### src/rtl/serial_adder_pkg.sv
// Shared types and constants for the bit-serial adder.
package serial_adder_pkg;

    localparam int WIDTH_DEFAULT = 8;

    typedef enum logic [1:0] {
        ST_IDLE  = 2'd0,
        ST_SHIFT = 2'd1,
        ST_DONE  = 2'd2
    } state_e;

    // Bit-counter width; it only has to reach WIDTH-1.
    function automatic int cnt_width(input int width);
        return $clog2(width);
    endfunction

endpackage

### src/rtl/serial_adder_if.sv
// Operand/result handshake bundle for serial_adder.
// The ovf signal exists only when SERIAL_ADDER_OVF_EN is defined.
interface serial_adder_if #(
    parameter int WIDTH = 8
);
    logic             in_valid;
    logic             in_ready;
    logic [WIDTH-1:0] a;
    logic [WIDTH-1:0] b;
    logic             cin;
    logic             out_valid;
    logic             out_ready;
    logic [WIDTH-1:0] sum;
    logic             cout;
`ifdef SERIAL_ADDER_OVF_EN
    logic             ovf;
`endif

    modport master (
        output in_valid, a, b, cin, out_ready,
        input  in_ready, out_valid, sum, cout
`ifdef SERIAL_ADDER_OVF_EN
        , input ovf
`endif
    );

    modport slave (
        input  in_valid, a, b, cin, out_ready,
        output in_ready, out_valid, sum, cout
`ifdef SERIAL_ADDER_OVF_EN
        , output ovf
`endif
    );
endinterface

### src/rtl/serial_adder_fa_cell.sv
// Single combinational full-adder cell driven by serial_adder.
module fa_cell (
    input  logic a,
    input  logic b,
    input  logic c,
    output logic sum,
    output logic carry
);
    assign sum   = a ^ b ^ c;
    assign carry = (a & b) | (a & c) | (b & c);
endmodule

### src/rtl/serial_adder.sv
// Bit-serial WIDTH-bit adder: one full-adder cell plus a carry flop, LSB first.
// Define SERIAL_ADDER_OVF_EN to add the signed-overflow output.
module serial_adder
    import serial_adder_pkg::*;
#(
    parameter int WIDTH = WIDTH_DEFAULT
) (
    input logic           clk,
    input logic           rst_n,
    serial_adder_if.slave bus
);
    localparam int               CNT_W    = cnt_width(WIDTH);
    localparam logic [CNT_W-1:0] CNT_LAST = CNT_W'(WIDTH - 1);

    state_e           state_q, state_d;
    logic [WIDTH-1:0] a_sr_q, a_sr_d;
    logic [WIDTH-1:0] b_sr_q, b_sr_d;
    logic [WIDTH-1:0] sum_q, sum_d;
    logic [CNT_W-1:0] cnt_q, cnt_d;
    logic             carry_q, carry_d;
    logic             cout_q, cout_d;
    logic             in_ready_q, in_ready_d;
    logic             out_valid_q, out_valid_d;
`ifdef SERIAL_ADDER_OVF_EN
    logic             ovf_q, ovf_d;
`endif
    logic             fa_sum, fa_carry;

    fa_cell u_fa_cell (
        .a    (a_sr_q[0]),
        .b    (b_sr_q[0]),
        .c    (carry_q),
        .sum  (fa_sum),
        .carry(fa_carry)
    );

    always_comb begin
        // NOTE: every _d defaults to its _q first so no path through the case infers a latch.
        state_d     = state_q;
        a_sr_d      = a_sr_q;
        b_sr_d      = b_sr_q;
        sum_d       = sum_q;
        cnt_d       = cnt_q;
        carry_d     = carry_q;
        cout_d      = cout_q;
        in_ready_d  = in_ready_q;
        out_valid_d = out_valid_q;
`ifdef SERIAL_ADDER_OVF_EN
        ovf_d       = ovf_q;
`endif
        case (state_q)
            ST_IDLE: begin
                if (bus.in_valid && in_ready_q) begin
                    a_sr_d     = bus.a;
                    b_sr_d     = bus.b;
                    carry_d    = bus.cin;
                    cnt_d      = '0;
                    in_ready_d = 1'b0;
                    state_d    = ST_SHIFT;
                end
            end
            ST_SHIFT: begin
                sum_d   = {fa_sum, sum_q[WIDTH-1:1]};
                a_sr_d  = a_sr_q >> 1;
                b_sr_d  = b_sr_q >> 1;
                carry_d = fa_carry;
                if (cnt_q == CNT_LAST) begin
                    // Counter holds at WIDTH-1; it is reloaded on the next accept.
                    cout_d      = fa_carry;
                    out_valid_d = 1'b1;
                    state_d     = ST_DONE;
`ifdef SERIAL_ADDER_OVF_EN
                    // carry_q here is the carry into the MSB.
                    ovf_d       = carry_q ^ fa_carry;
`endif
                end else begin
                    cnt_d = cnt_q + CNT_W'(1);
                end
            end
            ST_DONE: begin
                if (bus.out_ready) begin
                    out_valid_d = 1'b0;
                    in_ready_d  = 1'b1;
                    state_d     = ST_IDLE;
                end
            end
            default: begin
                out_valid_d = 1'b0;
                in_ready_d  = 1'b1;
                state_d     = ST_IDLE;
            end
        endcase
    end

    // NOTE: reset is synchronous, so it is tested inside the clocked block, not in the sensitivity list.
    always_ff @(posedge clk) begin
        if (!rst_n) begin
            state_q     <= ST_IDLE;
            a_sr_q      <= '0;
            b_sr_q      <= '0;
            sum_q       <= '0;
            cnt_q       <= '0;
            carry_q     <= 1'b0;
            cout_q      <= 1'b0;
            in_ready_q  <= 1'b1;
            out_valid_q <= 1'b0;
`ifdef SERIAL_ADDER_OVF_EN
            ovf_q       <= 1'b0;
`endif
        end else begin
            state_q     <= state_d;
            a_sr_q      <= a_sr_d;
            b_sr_q      <= b_sr_d;
            sum_q       <= sum_d;
            cnt_q       <= cnt_d;
            carry_q     <= carry_d;
            cout_q      <= cout_d;
            in_ready_q  <= in_ready_d;
            out_valid_q <= out_valid_d;
`ifdef SERIAL_ADDER_OVF_EN
            ovf_q       <= ovf_d;
`endif
        end
    end

    assign bus.in_ready  = in_ready_q;
    assign bus.out_valid = out_valid_q;
    assign bus.sum       = sum_q;
    assign bus.cout      = cout_q;
`ifdef SERIAL_ADDER_OVF_EN
    assign bus.ovf       = ovf_q;
`endif

endmodule
### src/flat_wrapper.sv
// flat-port wrapper written by rule: the top's interface ports become plain ports
module serial_adder_flat import serial_adder_pkg::*;
#(
    parameter int WIDTH = WIDTH_DEFAULT
)
  (clk, rst_n, bus_in_valid, bus_a, bus_b, bus_cin, bus_out_ready, bus_in_ready, bus_out_valid, bus_sum, bus_cout);
  serial_adder_if #(.WIDTH(WIDTH)) bus_i ();
  input logic clk;
  input logic rst_n;
  input wire logic [$bits(bus_i.in_valid)-1:0] bus_in_valid;
  input wire logic [$bits(bus_i.a)-1:0] bus_a;
  input wire logic [$bits(bus_i.b)-1:0] bus_b;
  input wire logic [$bits(bus_i.cin)-1:0] bus_cin;
  input wire logic [$bits(bus_i.out_ready)-1:0] bus_out_ready;
  output wire logic [$bits(bus_i.in_ready)-1:0] bus_in_ready;
  output wire logic [$bits(bus_i.out_valid)-1:0] bus_out_valid;
  output wire logic [$bits(bus_i.sum)-1:0] bus_sum;
  output wire logic [$bits(bus_i.cout)-1:0] bus_cout;
  assign bus_i.in_valid = bus_in_valid;
  assign bus_i.a = bus_a;
  assign bus_i.b = bus_b;
  assign bus_i.cin = bus_cin;
  assign bus_i.out_ready = bus_out_ready;
  assign bus_in_ready = bus_i.in_ready;
  assign bus_out_valid = bus_i.out_valid;
  assign bus_sum = bus_i.sum;
  assign bus_cout = bus_i.cout;
  serial_adder #(.WIDTH(WIDTH)) u_core (.clk(clk), .rst_n(rst_n), .bus(bus_i));
endmodule
### config.mk
export PLATFORM = sky130hd
export DESIGN_NAME = serial_adder_flat
export DESIGN_NICKNAME = d
export VERILOG_FILES = /design/src/rtl/serial_adder_pkg.sv /design/src/rtl/serial_adder_if.sv /design/src/rtl/serial_adder_fa_cell.sv /design/src/rtl/serial_adder.sv /design/src/flat_wrapper.sv
export SDC_FILE = /design/constraint.sdc
export NUM_CORES = 1
export LEC_CHECK = 0
export ABC_AREA = 1
export BUFFER_PORTS_ARGS = -buffer_cell sky130_fd_sc_hd__clkbuf_2
export CORE_UTILIZATION = 57
export CTS_CLUSTER_SIZE = 14
export DETAILED_ROUTE_END_ITERATION = 8
export PLACE_DENSITY = 0.87
export SYNTH_ARGS = -nofsm -noshare
export SYNTH_HDL_FRONTEND = slang
export SYNTH_HIERARCHICAL = 1
export SYNTH_SLANG_ARGS = --single-unit
### constraint.sdc
create_clock -name clk -period 2.95 [get_ports clk]
set_input_delay 0.295 -clock clk [delete_from_list [all_inputs] [get_ports clk]]
set_output_delay 0.295 -clock clk [all_outputs]
set_load 0.005 [all_outputs]
==> results of run 1 <==
-- cells in the final DEF (no fill, tap or decap), drive strengths merged --
cell type and count:
a21oi 8, clkbuf 37, clkinv 2, dfxtp 33, fa 1, ha 2, inv 24, nand2 89
nand3 9, nand3b 1, nor2 51, o21ai 9
-- per-layer routing --
metal  vias to the layer above  part of all wire, %  track usage [%]
li1                        769                    -                -
met1                       593                   47             27.2
met2                        29                   47             34.1
met3                         4                  5.0             7.50
met4                         0                  1.3             7.69
met5                         -                    0                0
-- worst max-delay path: cells and delay by family, from the launching register on --
family / cells / cell delay [ps]
DFF: 1 / 400
and+or+nand+nor: 6 / 960
-- kinds of logic after synthesis --
logic type	Yosys count
and+or+nand+nor	150
AOI/OAI and AO/OA	17
adders and majority gates	3
buffers and inverters	34
DFF	33
-- cell type report --
class | count | area [sq um] | area share (%)
Clock buffer | 6 | 41.3 | 2.38
Clock inverter | 2 | 10.0 | 0.578
Timing Repair Buffer | 31 | 155 | 8.95
Sequential cell | 33 | 661 | 38.1
Inverter | 24 | 90.1 | 5.20
Multi-Input combinational cell | 170 | 738 | 42.6
Tap cell | 30 | 37.5 | 2.17
-- stage by stage --
step / util, % / worst slack [ps]
after detailed placement: 66.1 / 1500
final: 68.1 / 1480
after floorplan: - / 1780
after global routing: 68.1 / 1330
after CTS: 68.1 / 1480
after global placement: 66.1 / 1540
-- registers in the layout, summed over array words and instances, names as in the netlist --
register	flops
u_core/bus.cout	1
u_core/carry_q	1
u_core/state_q	2
u_core/a_sr_q	8
u_core/cnt_q	3
u_core/b_sr_q	8
u_core/bus.in_ready	1
u_core/bus.out_valid	1
u_core/bus.sum	8
-- Yosys cell counts --
cell      instances
inv_2             2
nor2_4            1
nor2_1           49
nand2_2           5
nand3_1           9
ha_1              2
buf_2             2
buf_4             1
fa_1              1
a21oi_1           8
inv_1            22
clkbuf_1          1
nor2_2            1
dfxtp_1          33
nand3b_1          1
o21ai_0           9
nand2_4           1
nand2_1          83
buf_8             1
buf_6             5
-- worst min path at each step --
stage                         startpoint                   end  cells after the start
global placement    u_core/bus.out_valid  u_core/bus.out_valid                      2
detailed placement  u_core/bus.out_valid  u_core/bus.out_valid                      2
CTS                             bus_b[7]      u_core/b_sr_q[7]                      3
global route                    bus_b[7]      u_core/b_sr_q[7]                      3
finish                          bus_b[7]      u_core/b_sr_q[7]                      3
floorplan           u_core/bus.out_valid  u_core/bus.out_valid                      2
-- power by group through the flow --
stage               Clock [mW]  Combinational (mW)  Sequential [mW]
floorplan                    0               0.158            0.521
global placement             0               0.181            0.524
detailed placement           0               0.184            0.525
CTS                      0.250               0.186            0.515
global route             0.271               0.214            0.521
finish                   0.237               0.184            0.514
==> results.sh, run 1 <==
export IMPL_status="completed"
export IMPL_endpoint="u_core/a_sr_q[4]"
export IMPL_synthCells=237
export IMPL_cp_required_ps=3180
export IMPL_clk_latency_ps=330
export IMPL_synth_fa_ha_area_share_pct=2.85
export IMPL_cp_arrival_ps=1700
export IMPL_slew_viol_final=0
export IMPL_cp_max_fo=30
export IMPL_antenna_cells=0
export IMPL_critPathSlowestCell="dfxtp_1"
export IMPL_clock_sinks=33
export IMPL_min_delay_path_class="input port to register"
export IMPL_p_comb_share_pct=19.6
export IMPL_clk_path_buf_depth=2
export IMPL_setup_viol_count_final=0
export IMPL_r2r_cells=6
export IMPL_fin_setup_tns_ps=0
export IMPL_total_power_mw=0.935
export IMPL_end_kind="register"
export IMPL_hold_slack_ps=218
export IMPL_final_cells=296
export IMPL_dr_pass1_iters=4
export IMPL_vias_per_cell=4.71
export IMPL_drc=0
export IMPL_rsz0062_at_grt="false"
export IMPL_syn_avg_cell_area_sq_um=6.67
export IMPL_ys_seq_area_share_pct=41.8
export IMPL_synth_compound_area_share_pct=5.38
export IMPL_ir_worst_vdd_mv=0.411
export IMPL_grt_usage_pct=21.7
export IMPL_post_cts_resized=0
export IMPL_max_stage_delay_ps=400
export IMPL_final_nets=289
export IMPL_grt_pass1_wl_um=4530
export IMPL_start_util_pct=62.1
export IMPL_grt_pass1_vias=1071
export IMPL_maxSlewHeadroom_pct=61.5
export IMPL_drive_above_1_share_pct=18.0
export IMPL_post_dp_cell_area_sq_um=1680
export IMPL_startpoint="u_core/state_q[1]"
export IMPL_numCtsBuffers=5
export IMPL_grt_antenna_before_repair=0
export IMPL_power_density_nw_per_um2=540
export IMPL_wirelength_um=2780
export IMPL_switching_share_pct=30.5
export IMPL_drtAntennaViolNets=0
export IMPL_ios=32
export IMPL_cts_tree="built"
export IMPL_fillers=257
export IMPL_skew_ps=5.79
export IMPL_synth_simple_area_share_pct=38.4
export IMPL_yosys_area_top_type="dfxtp_1"
export IMPL_post_route_period_util_pct=49.8
export IMPL_postLayoutCellArea_sq_um=1730
export IMPL_synth_mux_area_share_pct=0
export IMPL_port_buffers=31
export IMPL_synth_xor_area_share_pct=0
export IMPL_overflow=0
export IMPL_cp_cell_sequence="nor2_2 > nand2_2 > nand2_2 > nand2_1 > nand2_1 > nor2_1"
export IMPL_critPathKind="register to register"
export IMPL_die_h_um=54.7
export IMPL_syn_nets=261
export IMPL_h_tree_depth=2
export IMPL_place_gp_congestion=0.810
export IMPL_hold_buffers=0
export IMPL_placed_cells=288
export IMPL_yosysWarnings=6
export IMPL_core_region_area_sq_um=2540
export IMPL_timing_rr_start="u_core/state_q[1]"
export IMPL_power_leakage_nw=0.917
export IMPL_dieWidth_um=54.7
export IMPL_tightest_slew_ps=576
export IMPL_grt_max_degree=31
export IMPL_regToRegSetupSlack_ps=1480
export IMPL_ys_ff_latch=33
export IMPL_synth_cell_types=20
export IMPL_r2r_end="u_core/a_sr_q[4]"
export IMPL_p_switching_mw=0.286
export IMPL_num_vias=1395
export IMPL_clkPwrFrac_pct=25.4
export IMPL_wire_per_inst_um=9.40
export IMPL_die_area_sq_um=2990
export IMPL_synth_area_top_cells="dfxtp_1 (42%), nand2_1 (20%), nor2_1 (12%)"
export IMPL_cts_setup_buffers=0
export IMPL_dr_first_iter_drc_count=20
export IMPL_critPathLaunchType="register"
export IMPL_syn_area_sq_um=1580
export IMPL_synth_top_area_share_pct=41.8
export IMPL_p_int_mw=0.650
export IMPL_cap_violations=0
export IMPL_syn2layout_area_growth_pct=9.57
export IMPL_core_rowCount=18
export IMPL_hold_viol_final=0
export IMPL_clk_pin_slew_ps=90
export IMPL_timing_final_crit_period_ps=1470
export IMPL_fmaxAchievable_ghz=0.681
export IMPL_synth_top_family_by_area="simple AND/OR/NAND/NOR gates"
export IMPL_p_seq_share_pct=55.0
export IMPL_hpwlAfterDp_um=1900
export IMPL_cts_root_buf="clkbuf_4"
No activity file was read; power rests on OpenSTA's default activity.
==> run 2, diff against run 1 <==
CORE_UTILIZATION = 48   (was 57)
PLACE_DENSITY = 0.79   (was 0.87)
clock period = 1.2 ns   (was 2.95 ns; I/O delays follow)
==> run 2 against run 1 <==
Compared with the run above:
- the run now ends with negative setup slack left
- hold slack worse by 210 ps
- global-route usage is 2.0 points lower
- final area is 15% higher
- highest routed layer unchanged
- count of clock-buffer cells in the layout is 1 lower
- sequential share of layout area is 4.4 points lower
- cell count is 7.8% higher
==> results.sh, run 2 (synthesized netlist as in run 1, its figures left out) <==
export IMPL_slew_viol_final=0
export IMPL_final_cells=319
export IMPL_violations="negative setup slack"
export IMPL_clk_latency_ps=350
export IMPL_p_int_mw=2.10
export IMPL_setup_viol_count_final=1
export IMPL_grt_pass1_wl_um=5220
export IMPL_use_met2_pct=34.2
export IMPL_clock_sinks=33
export IMPL_clk_path_buf_depth=2
export IMPL_syn2layout_area_growth_pct=26.1
export IMPL_ir_worst_vdd_mv=0.916
export IMPL_cp_required_ps=1490
export IMPL_end_kind="register"
export IMPL_rsz0062_at_grt="true"
export IMPL_hold_slack_ps=11.1
export IMPL_grt_antenna_before_repair=0
export IMPL_cts_root_buf="clkbuf_4"
export IMPL_cap_violations=0
export IMPL_start_util_pct=51.4
export IMPL_post_route_period_util_pct=101
export IMPL_p_seq_share_pct=44.0
export IMPL_hold_viol_final=0
export IMPL_core_region_area_sq_um=3080
export IMPL_num_vias=1482
export IMPL_placed_cells=310
export IMPL_cp_arrival_ps=1500
export IMPL_critPathKind="register to register"
export IMPL_drtAntennaViolNets=0
export IMPL_final_util_pct=64.8
export IMPL_fin_setup_tns_ps=-13.2
export IMPL_switching_share_pct=27.7
export IMPL_status="complete, but fails checks"
export IMPL_fmaxAchievable_ghz=0.824
export IMPL_most_common_layout_cells="nand2_1 (81), nor2_1 (48), clkbuf_2 (31), dfxtp_1 (27), inv_1 (20)"
export IMPL_drc=0
export IMPL_clk_pin_slew_ps=120
export IMPL_cts_tree="built"
export IMPL_cp_cell_sequence="ha_4 > ha_4 > inv_2 > nand3_4 > inv_4 > nand2_2 > a21oi_2"
export IMPL_worst_path_buf_inv=2
export IMPL_tightest_slew_ps=294
export IMPL_setup_slack_ps=-13.2
export IMPL_max_stage_delay_ps=370
export IMPL_maxSlewHeadroom_pct=80.4
export IMPL_dieWidth_um=59.4
export IMPL_wire_per_inst_um=10.7
export IMPL_postLayoutCellArea_sq_um=1990
export IMPL_critPathLaunchType="register"
export IMPL_cts_setup_buffers=0
export IMPL_post_dp_cell_area_sq_um=1780
export IMPL_grt_max_degree=27
export IMPL_dr_first_iter_drc_count=54
export IMPL_grt_usage_pct=19.7
export IMPL_place_gp_congestion=0.870
export IMPL_dr_pass1_iters=4
export IMPL_vias_per_cell=4.65
export IMPL_power_leakage_nw=1.00
export IMPL_clkPwrFrac_pct=37.0
export IMPL_overflow=0
export IMPL_hpwlAfterDp_um=2120
export IMPL_grt_pass1_vias=1245
export IMPL_total_power_mw=2.90
export IMPL_numCtsBuffers=5
export IMPL_p_comb_share_pct=19.0
export IMPL_die_area_sq_um=3530
export IMPL_wirelength_um=3420
export IMPL_final_common_cell="nand2_1"
export IMPL_skew_ps=18.2
export IMPL_busiest_layer="met2"
export IMPL_ios=32
export IMPL_p_switching_mw=0.803
export IMPL_min_delay_path_class="input port to register"
export IMPL_critPathMostFrequentCell="ha_4"
export IMPL_dpl_worst_slack_ps=-106
export IMPL_cpLargestDelayFamily="flip-flops"
export IMPL_core_rowCount=20
export IMPL_critPathSlowestCell="dfxtp_4"
export IMPL_h_tree_depth=2
export IMPL_grtUsageMet3_pct=4.59
export IMPL_grt_use_met1_pct=23.2
export IMPL_final_nets=298
export IMPL_cp_max_fo=3
export IMPL_drive_above_1_share_pct=28.0
export IMPL_timing_final_crit_period_ps=1210
export IMPL_die_h_um=59.4
export IMPL_port_buffers=31
export IMPL_antenna_cells=0
export IMPL_power_density_nw_per_um2=1450
==> run 2: cell types whose count changed in the layout (fill, tap and decap cells not counted), sizes merged <==
cell | before | now
inv | 24 | 25
buf | 0 | 8
bufinv | 0 | 2
clkinv | 2 | 0
==> run 2: path summary, 6_finish.rpt <==
| check | start | to | slack [ps] | depth (start not counted) |
|---|---|---|---|---|
| setup / recovery | u_core/cnt_q[0] | u_core/cnt_q[2] | -10 | 7 |
| hold / removal | bus_a[7] | u_core/a_sr_q[7] | 10 | 3 |
| setup reg to reg | u_core/cnt_q[0] | u_core/cnt_q[2] | -10 | 7 |
| hold reg to reg | u_core/bus.out_valid | u_core/bus.out_valid | 470 | 2 |
==> run 2: worst min-delay path: stages <==
cell and delay (ps):
clkbuf_2 80, nand3_1 70, a21oi_1 60
==> run 2: power groups by stage <==
stage	combinational, mW	sequential, mW	clock [mW]
floorplan	0.388	1.28	0
global placement	0.503	1.29	0
detailed placement	0.509	1.29	0
CTS	0.515	1.27	1.08
global route	0.630	1.29	1.11
finish	0.551	1.28	1.08
==> run 2: final cells by class <==
cell class	instances	area (sq um)
Timing Repair Buffer	40	265
Clock buffer	5	37.5
Sequential cell	33	673
Fill cell	270	1080
Inverter	24	92.6
Multi-Input combinational cell	170	802
Clock inverter	3	68.8
Tap cell	44	55.1
==> run 2: timing repair <==
item | CTS | global route
gates cloned | 0 | 1
gates resized for setup | 7 | 19
pin swaps | 1 | 5
endpoints found under the hold margin | 0 | 0
hold buffers | 0 | 0
endpoints found under the setup margin | 5 | 15
==> run 2: metal layers <==
metal | vias up | routed length, um
met5 | - | 0
li1 | 785 | -
met2 | 44 | 1650
met1 | 645 | 1520
met4 | 0 | 74
met3 | 8 | 179
